### src/rtl/muldiv_sched.sv
// rtl/muldiv_sched.sv - two-requester shared 4-bit multiply/divide scheduler
//
// Purpose: arbitrates two requesters onto one iterative datapath. A granted
// op runs 4 iterations (MSB-first shift/add multiply or restoring divide),
// then a one-cycle DONE presents the result with done/ack, and the FSM returns
// to IDLE. This gives one op per 6 cycles.
//
// Ports:
//   clk, rst          clock, synchronous active-high reset
//   en                global enable for new grants
//   req0/1, sel0/1    request and op select (0 = mul, 1 = div)
//   a0/1, b0/1        operands: a = multiplicand/divisor, b = multiplier/dividend
//   ack0/1            one-cycle completion pulse to the owner
//   gnt               one-hot datapath owner, 2'b00 when idle
//   busy              high in RUN and DONE
//   done, id, dout    result strobe, owner index, product or {rem, quot}
//
// Configuration macro: MULDIV_SCHED_RR_EN
//   defined   -> round-robin on contested requests
//   undefined -> fixed priority, req0 wins
module muldiv_sched (
  input  logic       clk,
  input  logic       rst,
  input  logic       en,
  input  logic       req0,
  input  logic       req1,
  input  logic       sel0,
  input  logic       sel1,
  input  logic [3:0] a0,
  input  logic [3:0] a1,
  input  logic [3:0] b0,
  input  logic [3:0] b1,
  output logic       ack0,
  output logic       ack1,
  output logic [1:0] gnt,
  output logic       busy,
  output logic       done,
  output logic       id,
  output logic [7:0] dout
);

  typedef enum logic [1:0] {S_IDLE, S_RUN, S_DONE} state_e;

  state_e     state_q;
  logic [1:0] cnt_q;
  logic       op_q;
  logic       owner_q;
  logic [3:0] a_q;
  logic [3:0] b_q;     // shifted left each iteration; bit 3 is the current bit
  logic [7:0] acc_q;   // product accumulator, or {remainder, quotient}
  logic [1:0] gnt_q;
  logic [1:0] ack_q;
  logic       busy_q;
  logic       done_q;
  logic       id_q;
  logic [7:0] dout_q;

  logic       winner;
  logic [7:0] acc_d;
  logic [4:0] rem_shift;
  logic [3:0] rem_sub;

`ifdef MULDIV_SCHED_RR_EN
  logic rr_q;  // requester favoured on the next contested grant
  always_comb winner = (req0 && req1) ? rr_q : req1;
`else
  always_comb winner = !req0;
`endif

  // One datapath iteration. For divide, the remainder can never exceed the
  // divisor after a subtract, so its low 4 bits are exact; a zero divisor
  // always subtracts, giving quotient 4'hF and remainder = dividend.
  always_comb begin
    rem_shift = {acc_q[7:4], b_q[3]};
    rem_sub   = rem_shift[3:0] - a_q;
    acc_d     = acc_q;
    if (op_q) begin
      if (rem_shift >= {1'b0, a_q}) acc_d = {rem_sub, acc_q[2:0], 1'b1};
      else                          acc_d = {rem_shift[3:0], acc_q[2:0], 1'b0};
    end else begin
      acc_d = {acc_q[6:0], 1'b0} + {4'b0000, (b_q[3] ? a_q : 4'b0000)};
    end
  end

  always_ff @(posedge clk) begin
    if (rst) begin
      state_q <= S_IDLE;
      cnt_q   <= 2'd0;
      op_q    <= 1'b0;
      owner_q <= 1'b0;
      a_q     <= 4'd0;
      b_q     <= 4'd0;
      acc_q   <= 8'd0;
      gnt_q   <= 2'b00;
      ack_q   <= 2'b00;
      busy_q  <= 1'b0;
      done_q  <= 1'b0;
      id_q    <= 1'b0;
      dout_q  <= 8'h00;
`ifdef MULDIV_SCHED_RR_EN
      rr_q    <= 1'b0;
`endif
    end else begin
      case (state_q)
        S_IDLE: begin
          done_q <= 1'b0;
          ack_q  <= 2'b00;
          if (en && (req0 || req1)) begin
            owner_q <= winner;
            op_q    <= winner ? sel1 : sel0;
            a_q     <= winner ? a1 : a0;
            b_q     <= winner ? b1 : b0;
            acc_q   <= 8'd0;
            cnt_q   <= 2'd0;
            gnt_q   <= winner ? 2'b10 : 2'b01;
            busy_q  <= 1'b1;
            state_q <= S_RUN;
`ifdef MULDIV_SCHED_RR_EN
            rr_q    <= !winner;
`endif
          end
        end
        S_RUN: begin
          acc_q <= acc_d;
          b_q   <= {b_q[2:0], 1'b0};
          cnt_q <= cnt_q + 2'd1;
          if (cnt_q == 2'd3) begin
            state_q <= S_DONE;
            done_q  <= 1'b1;
            dout_q  <= acc_d;
            id_q    <= owner_q;
            ack_q   <= owner_q ? 2'b10 : 2'b01;
          end
        end
        S_DONE: begin
          state_q <= S_IDLE;
          done_q  <= 1'b0;
          ack_q   <= 2'b00;
          gnt_q   <= 2'b00;
          busy_q  <= 1'b0;
        end
        default: state_q <= S_IDLE;
      endcase
    end
  end

  assign ack0 = ack_q[0];
  assign ack1 = ack_q[1];
  assign gnt  = gnt_q;
  assign busy = busy_q;
  assign done = done_q;
  assign id   = id_q;
  assign dout = dout_q;

endmodule

### config.mk
export PLATFORM = sky130hd
export DESIGN_NAME = muldiv_sched
export DESIGN_NICKNAME = d
export VERILOG_FILES = /design/src/rtl/muldiv_sched.sv
export SDC_FILE = /design/constraint.sdc
export NUM_CORES = 1
export LEC_CHECK = 0
export BUFFER_PORTS_ARGS = -buffer_cell sky130_fd_sc_hd__buf_2
export CORE_ASPECT_RATIO = 1.2
export CORE_MARGIN = 2
export CORE_UTILIZATION = 55
export DETAILED_ROUTE_END_ITERATION = 12
export PLACE_DENSITY = 0.81
export REMOVE_ABC_BUFFERS = 1
export SKIP_LAST_GASP = 1
export SLEW_MARGIN = 40
export SYNTH_ARGS = -nofsm -noshare
export SYNTH_HDL_FRONTEND = slang
export SYNTH_SLANG_ARGS = --single-unit
### constraint.sdc
create_clock -name clk -period 2.8 [get_ports clk]
set_input_delay 0.28 -clock clk [delete_from_list [all_inputs] [get_ports clk]]
set_output_delay 0.28 -clock clk [all_outputs]
set_load 0.01 [all_outputs]
==> results of run 1 <==
==> cells by family after synthesis <==
family / Yosys count / share of synthesized area, %
compound gates: 55 / 19.3
xor+xnor: 5 / 2.17
fa+ha+maj: 11 / 7.58
buf+inv: 29 / 6.15
flops: 37 / 36.8
mux: 12 / 6.03
simple gates: 93 / 22.1
==> flip-flops by register name, summed over array words and instances (netlist names), 2 cells and up <==
register	flops
b_q	4
ack_q	2
acc_q	8
state_q	2
dout	8
cnt_q	2
a_q	4
gnt	2
==> layout by cell type (no fill, tap or decap), types with 3 or more instances in the layout <==
cell,netlist,final
nor2_1,38,38
dfxtp_1,37,37
buf_2,6,37
nand2_1,18,18
a21oi_1,15,15
inv_1,14,14
mux2i_1,11,11
a211oi_1,10,10
ha_1,9,9
nor2b_1,8,8
o21ai_0,6,6
nand3_1,6,6
clkbuf_8,0,6
nand2b_1,5,5
nor3_1,4,4
nand3b_1,3,3
xor2_1,3,3
a31oi_1,3,3
a2111oi_0,3,3
buf_4,2,3
==> stage by stage <==
stage / cells / hold slack (ns) / total power, µW / instance area [µm²]
floorplan: 228 / 0.349 / 733 / 1950
global placement: 307 / 0.442 / 802 / 2200
detailed placement: 307 / 0.445 / 808 / 2200
CTS: 315 / 0.334 / 1270 / 2320
global route: 315 / 0.346 / 1330 / 2320
finish: 315 / 0.325 / 1280 / 2320
==> synthesized netlist by cell type (2+ instances only) <==
master	instances
nand3_1	6
o21ai_2	2
nor2b_1	8
o21ai_0	6
xor2_1	3
fa_1	2
nand2_1	18
a211oi_1	10
nand3b_1	3
o211ai_1	2
a2111oi_0	3
inv_1	14
ha_1	9
mux2i_1	11
nor2_1	38
o41ai_2	2
dfxtp_1	37
a31oi_1	3
buf_2	6
nor3_1	4
or3_1	2
o31ai_1	2
clkbuf_1	6
a31o_2	2
buf_4	2
a21oi_1	15
nand2b_1	5
a311oi_1	2
xnor2_1	2
==> metal layers <==
layer / track usage (%) / vias up / share of wire, %
met4: 11.1 / 0 / 2.6
met3: 6.11 / 14 / 5.3
met1: 28.8 / 848 / 42
li1: - / 914 / -
met5: 0 / - / 0
met2: 39.6 / 61 / 50
==> layout make-up <==
class | count | area [µm²]
Timing Repair Buffer | 40 | 208
Fill cell | 313 | 1250
Sequential cell | 37 | 741
Multi-Input combinational cell | 176 | 1150
Clock inverter | 1 | 30.0
Inverter | 15 | 56.3
Tap cell | 39 | 48.8
Clock buffer | 7 | 86.3
==> how the worst min path moves through the flow <==
stage | from | end | depth (start not counted) | slack, ns
2_1_floorplan | rst | acc_q[2] | 1 | 0.35
3_3_place_gp | id | id | 2 | 0.44
3_5_place_dp | dout[2] | dout[2] | 2 | 0.45
4_1_cts | a1[2] | a_q[2] | 3 | 0.33
5_1_grt | a1[2] | a_q[2] | 3 | 0.35
6_report | sel1 | op_q | 3 | 0.33
==> power groups by stage <==
stage	registers [µW]	logic [µW]	clock network, µW
6_report	572	226	482
3_5_place_dp	584	225	0
2_1_floorplan	583	150	0
4_1_cts	572	226	477
5_1_grt	575	256	496
3_3_place_gp	582	220	0
==> worst max-delay path, cell delays in order, from the launching register on <==
cell	delay (ns)
dfxtp_1	0.41
inv_1	0.10
nor2_1	0.13
ha_1	0.18
inv_1	0.06
fa_1	0.39
nor2b_1	0.23
o2111ai_1	0.15
xor2_1	0.17
a22o_1	0.21
o41ai_2	0.18
==> summary.md, run 1 <==
| Metric | Value |
|---|---|
| Status | complete, no violations |
| Period utilisation layout | 82.2% |
| Resize count post-CTS | 0 |
| Peak supply drop | 462 µV |
| Crit end category | register |
| Vias per cell | 5.83 |
| CP arrival | 2.50 ns |
| RSZ-0062 raised after global routing | false |
| Placer congestion estimate | 0.922 |
| Max_cap viols | 0 |
| Synth area leader | dfxtp_1 |
| Fin. max-slew vios | 0 |
| #FFs+latches synth | 37 |
| Setup violations, final | 0 |
| Final HPWL DP | 3.28 mm |
| Initial Util | 56.4% |
| Hold-fix buffers at CTS | 0 |
| CTS Buf Count | 5 |
| DRC errors left | 0 |
| Die Area | 4160 µm² |
| CTS H-tree depth | 2 |
| Final hold viol count | 0 |
| CP startpoint | b_q[3] |
| Drt pass-1 iters | 4 |
| Initial antenna violation count | 0 |
| Synth Instances | 242 |
| Switching Power | 345 µW |
| First-pass GRT wire length | 7.76 mm |
| Root buffer cell | clkbuf_8 |
| Cell Rows | 24 |
| Post-Syn Area | 2010 µm² |
| CTS tree | yes |
| Worst-margin pin slew | 0.744 ns |
| Routed WL per cell | 14.4 µm |
| Final nets | 309 |
| PD cells | 552 nW/µm² |
| Vias in the first global route | 1789 |
| Core area | 3570 µm² |
| Leakage | 0.000995 µW |
| Hold Crit Class | input port to register |
| Sw Ratio | 26.9% |
| Syn avg cell area | 8.32 µm² |
| Power share of the combinational group | 17.7% |
| Sequential share of power | 44.7% |
| Post-synth EDFFs | 0 |
| Leading post-synthesis cells by cell area | dfxtp_1 (37%), nor2_1 (7.1%), ha_1 (5.6%), mux2i_1 (5.5%), a211oi_1 (3.7%) |
| Pin count of the biggest net entering global routing | 42 |
| CP endpoint | dout[7] |
| Die Wd | 59.2 µm |
| I/O Pins | 38 |
| Skew final | 0.00702 ns |
| Min cycle time layout | 2.30 ns |
| Ys async rst share | 0% |
| Yosys cell types | 46 |
| P_int | 936 µW |
| Worst setup SP type | register |
| Postcts setup bufs | 0 |
| Flop-to-flop setup slack | 0.50 ns |
| Critical path peak fanout | 5 |
| Total Routed Length | 4.53 mm |
| Crit path kind | register to register |
| Setup TNS | 0 ns |
| Max Fclk | 435 MHz |
| Post-synth top area share | 36.8% |
| Port bufs | 37 |
| Area growth syn-to-layout | 15.2% |
| Worst relative slew slack | 50.4% |
| Req. time, crit path | 3.00 ns |
| Cells on worst reg2reg path | 10 |
| RR Endpoint | dout[7] |
| Vias | 1837 |
| Ys Warns | 0 |
| Layout cell share with drive strength beyond 1 | 21.0% |
| Bufs on Longest Clock Path | 2 |
| Antenna Nets Post-Route | 0 |
| Register area share after synthesis | 36.8% |
| Grt ovf | 0 |
| Worst-skew pair later-pin latency | 0.29 ns |
| CTS sink count | 37 |
| Ys flop type | dfxtp_1 |
| Iter 0 DRT Violations | 47 |
| Post-placement setup slack | 0.602 ns |
| CTS clk-pin slew, worst paths | 0.08 ns |
| Clock power frac | 37.7% |
| Die Span Y | 70.3 µm |
| Inserted Diodes | 0 |
| Worst r2r src | b_q[3] |
| Final core occ | 64.9% |
| Tot GR Track Use | 24.2% |
| Setup ws final | 0.499 ns |
Note: power is estimated with default switching activity, not from simulation.
==> run 2, diff against run 1 <==
ABC_AREA = 1   (was default)
CORE_UTILIZATION = 49   (was 55)
PLACE_DENSITY = 0.77   (was 0.81)
clock period = 1.9 ns   (was 2.8 ns; I/O delays follow)
==> run 2 against run 1 <==
Compared with the run above:
- critical path depth rose by 4
- clock-buffer cell count fell by 1
- clock skew fell by 0.0021 ns
- non-clock buffer count is 5 higher
- maximum frequency is 30% higher
- critical path type unchanged
- largest power group unchanged
==> summary.md, run 2 <==
| Metric | Value |
|---|---|
| Peak supply drop | 422 µV (was 462 µV) |
| Grt ovf | 0 (unchanged) |
| Post-synth EDFFs | 0 (unchanged) |
| Critical path peak fanout | 6 (was 5) |
| Core area | 3940 µm² (was 3570 µm²) |
| Pin count of the biggest net entering global routing | 18 (was 42) |
| I/O Pins | 38 (unchanged) |
| Finished Cell Area | 2400 µm² (was 2320 µm²) |
| Skew final | 0.00494 ns (was 0.00702 ns) |
| CTS tree | yes (unchanged) |
| Worst-margin pin slew | 0.435 ns (was 0.744 ns) |
| Layout cell share with drive strength beyond 1 | 25.2% (was 21.0%) |
| Vias in the first global route | 1737 (was 1789) |
| Most used routing layer | met2 (unchanged) |
| Worst-skew pair later-pin latency | 0.30 ns (was 0.29 ns) |
| CP arrival | 1.97 ns (was 2.50 ns) |
| Status | complete, no violations (unchanged) |
| Period utilisation layout | 93.4% (was 82.2%) |
| CTS H-tree depth | 2 (unchanged) |
| Port bufs | 37 (unchanged) |
| Most common cell after layout, fill and taps aside | nand2_1 (was nor2_1) |
| Crit path cell chain | buf_4 -> nand2_1 -> inv_1 -> ha_1 -> nand2_2 -> nand2_2 -> buf_4 -> a21o_1 -> nand2_1 -> nand2_1 -> nand2_1 -> nand2_1 -> nand2_1 -> inv_1 (was inv_1 -> nor2_1 -> ha_1 -> inv_1 -> fa_1 -> nor2b_1 -> o2111ai_1 -> xor2_1 -> a22o_1 -> o41ai_2) |
| Max_cap viols | 0 (unchanged) |
| Req. time, crit path | 2.10 ns (was 3.00 ns) |
| Placer congestion estimate | 0.914 (was 0.922) |
| Met1 GRT Util | 24.6% (was 28.8%) |
| Worst Path Buf+Inv | 4 (was 2) |
| Die Wd | 62.3 µm (was 59.2 µm) |
| Crit path kind | register to register (unchanged) |
| Worst setup SP type | register (unchanged) |
| Syn avg cell area | 7.04 µm² (was 8.32 µm²) |
| Synth area leader | dfxtp_1 (unchanged) |
| Routed WL per cell | 11.3 µm (was 14.4 µm) |
| Final HPWL DP | 3.22 mm (was 3.28 mm) |
| Vias per cell | 4.90 (was 5.83) |
| Root buffer cell | clkbuf_8 (unchanged) |
| Cell Rows | 25 (was 24) |
| Ys flop type | dfxtp_1 (unchanged) |
| Iter 0 DRT Violations | 82 (was 47) |
| Xor-xnor portion of the synthesized cell area | 0% (was 2.17%) |
| Post-synthesis mux area share | 0% (was 6.02%) |
| Ys Warns | 0 (unchanged) |
| Worst Hold Margin | 0.148 ns (was 0.325 ns) |
| Antenna Nets Post-Route | 0 (unchanged) |
| Die Span Y | 74.0 µm (was 70.3 µm) |
| Synth Instances | 284 (was 242) |
| Initial Util | 50.8% (was 56.4%) |
| # fillers | 400 (was 313) |
| DRC errors left | 0 (unchanged) |
| Cell Count, Final, Fillers Out | 384 (was 315) |
| Area growth syn-to-layout | 20.0% (was 15.2%) |
| Register area share after synthesis | 37.0% (was 36.8%) |
| Yosys cell types | 30 (was 46) |
| Post-placement setup slack | 0.00909 ns (was 0.602 ns) |
| Routing usage on met3 | 4.54% (was 6.11%) |
| Min cycle time layout | 1.77 ns (was 2.30 ns) |
| Final nets | 363 (was 309) |
| Post-DP Area | 2260 µm² (was 2200 µm²) |
| Ys async rst share | 0% (unchanged) |
| Post-Syn Area | 2000 µm² (was 2010 µm²) |
| Worst relative slew slack | 71.0% (was 50.4%) |
| PD cells | 699 nW/µm² (was 552 nW/µm²) |
| Slowest stage cell, crit path | ha_1 (was dfxtp_1) |
| Hold Crit Class | input port to register (unchanged) |
| Fin. max-slew vios | 0 (unchanged) |
| Bufs on Longest Clock Path | 2 (unchanged) |
| CTS sink count | 37 (unchanged) |
| Count leader, synth | nand2_1 (was nor2_1) |
| Tot GR Track Use | 20.7% (was 24.2%) |
| Adder-cell share of the synthesized area | 7.63% (was 7.58%) |
| Most frequent cells in the layout | nand2_1 (95), buf_2 (37), dfxtp_1 (35) (was nor2_1 (38), dfxtp_1 (37), buf_2 (37)) |
| Top cells by count, synth | nand2_1 (98), dfxtp_1 (37), inv_1 (32) (was nor2_1 (38), dfxtp_1 (37), nand2_1 (18)) |
| Final hold viol count | 0 (unchanged) |
| Drt pass-1 iters | 4 (unchanged) |
| Die Area | 4610 µm² (was 4160 µm²) |
| Synth Area in Simple Gates | 32.1% (was 22.0%) |
| Vias | 1882 (was 1837) |
| Synth Area in Compound Gates | 13.5% (was 19.3%) |
| Largest family of logic cells by synthesized area | simple AND/OR/NAND/NOR gates (unchanged) |
| Crit path max-delay family | simple AND/OR/NAND/NOR gates (was adder cells) |
| CTS clk-pin slew, worst paths | 0.07 ns (was 0.08 ns) |
| RSZ-0062 raised after global routing | true (was false) |
| Setup ws final | 0.126 ns (was 0.499 ns) |
| Post-synth top area share | 37.0% (was 36.8%) |
| CP most frequent cell | nand2_1 (was inv_1) |
| Leakage | 0.00117 µW (was 0.000995 µW) |
| Delay of the slowest critical-path stage | 0.34 ns (was 0.41 ns) |
| First-pass GRT wire length | 7.57 mm (was 7.76 mm) |
| GRT met2 Usage | 36.8% (was 39.6%) |
| Setup violations, final | 0 (unchanged) |
| Total Routed Length | 4.34 mm (was 4.53 mm) |
| Inserted Diodes | 0 (unchanged) |
| Initial antenna violation count | 0 (unchanged) |
| DP Cell Count | 374 (was 307) |
| Crit end category | register (unchanged) |
| Setup TNS | 0 ns (unchanged) |
| #FFs+latches synth | 37 (unchanged) |
| Max Fclk | 564 MHz (was 435 MHz) |
| CTS Buf Count | 5 (unchanged) |
| Leading post-synthesis cells by cell area | dfxtp_1 (37%), nand2_1 (18%), nand3_1 (6.0%), inv_1 (6.0%), ha_1 (5.6%) (was dfxtp_1 (37%), nor2_1 (7.1%), ha_1 (5.6%), mux2i_1 (5.5%), a211oi_1 (3.7%)) |
run 2: area by class of cell:
cell class / instances / area [µm²] / area share (%)
well taps: 54 / 67.6 / 2.81
clock inverters: 2 / 13.8 / 0.573
flip-flops and latches: 37 / 743 / 31.0
multi-input cells: 200 / 1090 / 45.3
repair buffers: 45 / 245 / 10.2
inverters: 40 / 160 / 6.67
clock buffers: 6 / 82.6 / 3.44
run 2: timing repair:
| item | 4_1_cts | 5_1_grt |
|---|---|---|
| resized for setup | 2 | 11 |
| endpoints found under the setup margin | 1 | 9 |
| hold buffers | 0 | 0 |
| pin swaps | 0 | 4 |
| setup buffers | 0 | 2 |
| hold endpoints to repair | 0 | 0 |
run 2: routing by layer:
layer	wire length, µm	part of all wire [%]
met3	173	4.0
met4	89	2.0
met5	0	0
met1	2000	46
met2	2080	48
run 2: final timing paths:
kind / from / endpoint / slack, ns / cells past startpoint
hold / removal: a0[3] / a_q[3] / 0.15 / 3
hold reg to reg: ack_q[1] / ack_q[1] / 0.46 / 2
setup / recovery: b_q[3] / dout[5] / 0.13 / 14
setup reg to reg: b_q[3] / dout[5] / 0.13 / 14
run 2: power by group:
group / internal (µW) / switching, µW
Clock: 294 / 291
Combinational: 102 / 164
Sequential: 803 / 23.1
run 2: cells by family after synthesis:
logic type | Yosys count
DFF | 37
adders and majority gates | 11
buffers and inverters | 47
and+or+nand+nor | 142
AOI/OAI and AO/OA | 47
run 2: stage by stage:
step	util [%]	power [µW]
floorplan	-	1000
global placement	57.5	1080
detailed placement	57.5	1090
CTS	59.9	1670
global route	60.9	1760
finish	60.9	1680
run 2: worst register-to-register path: stages (launching register included):
cell,delay [ns]
dfxtp_2,0.33
buf_4,0.15
nand2_1,0.06
inv_1,0.04
ha_1,0.34
nand2_2,0.11
nand2_2,0.06
buf_4,0.13
a21o_1,0.14
nand2_1,0.05
nand2_1,0.06
nand2_1,0.08
nand2_1,0.05
nand2_1,0.06
inv_1,0.03
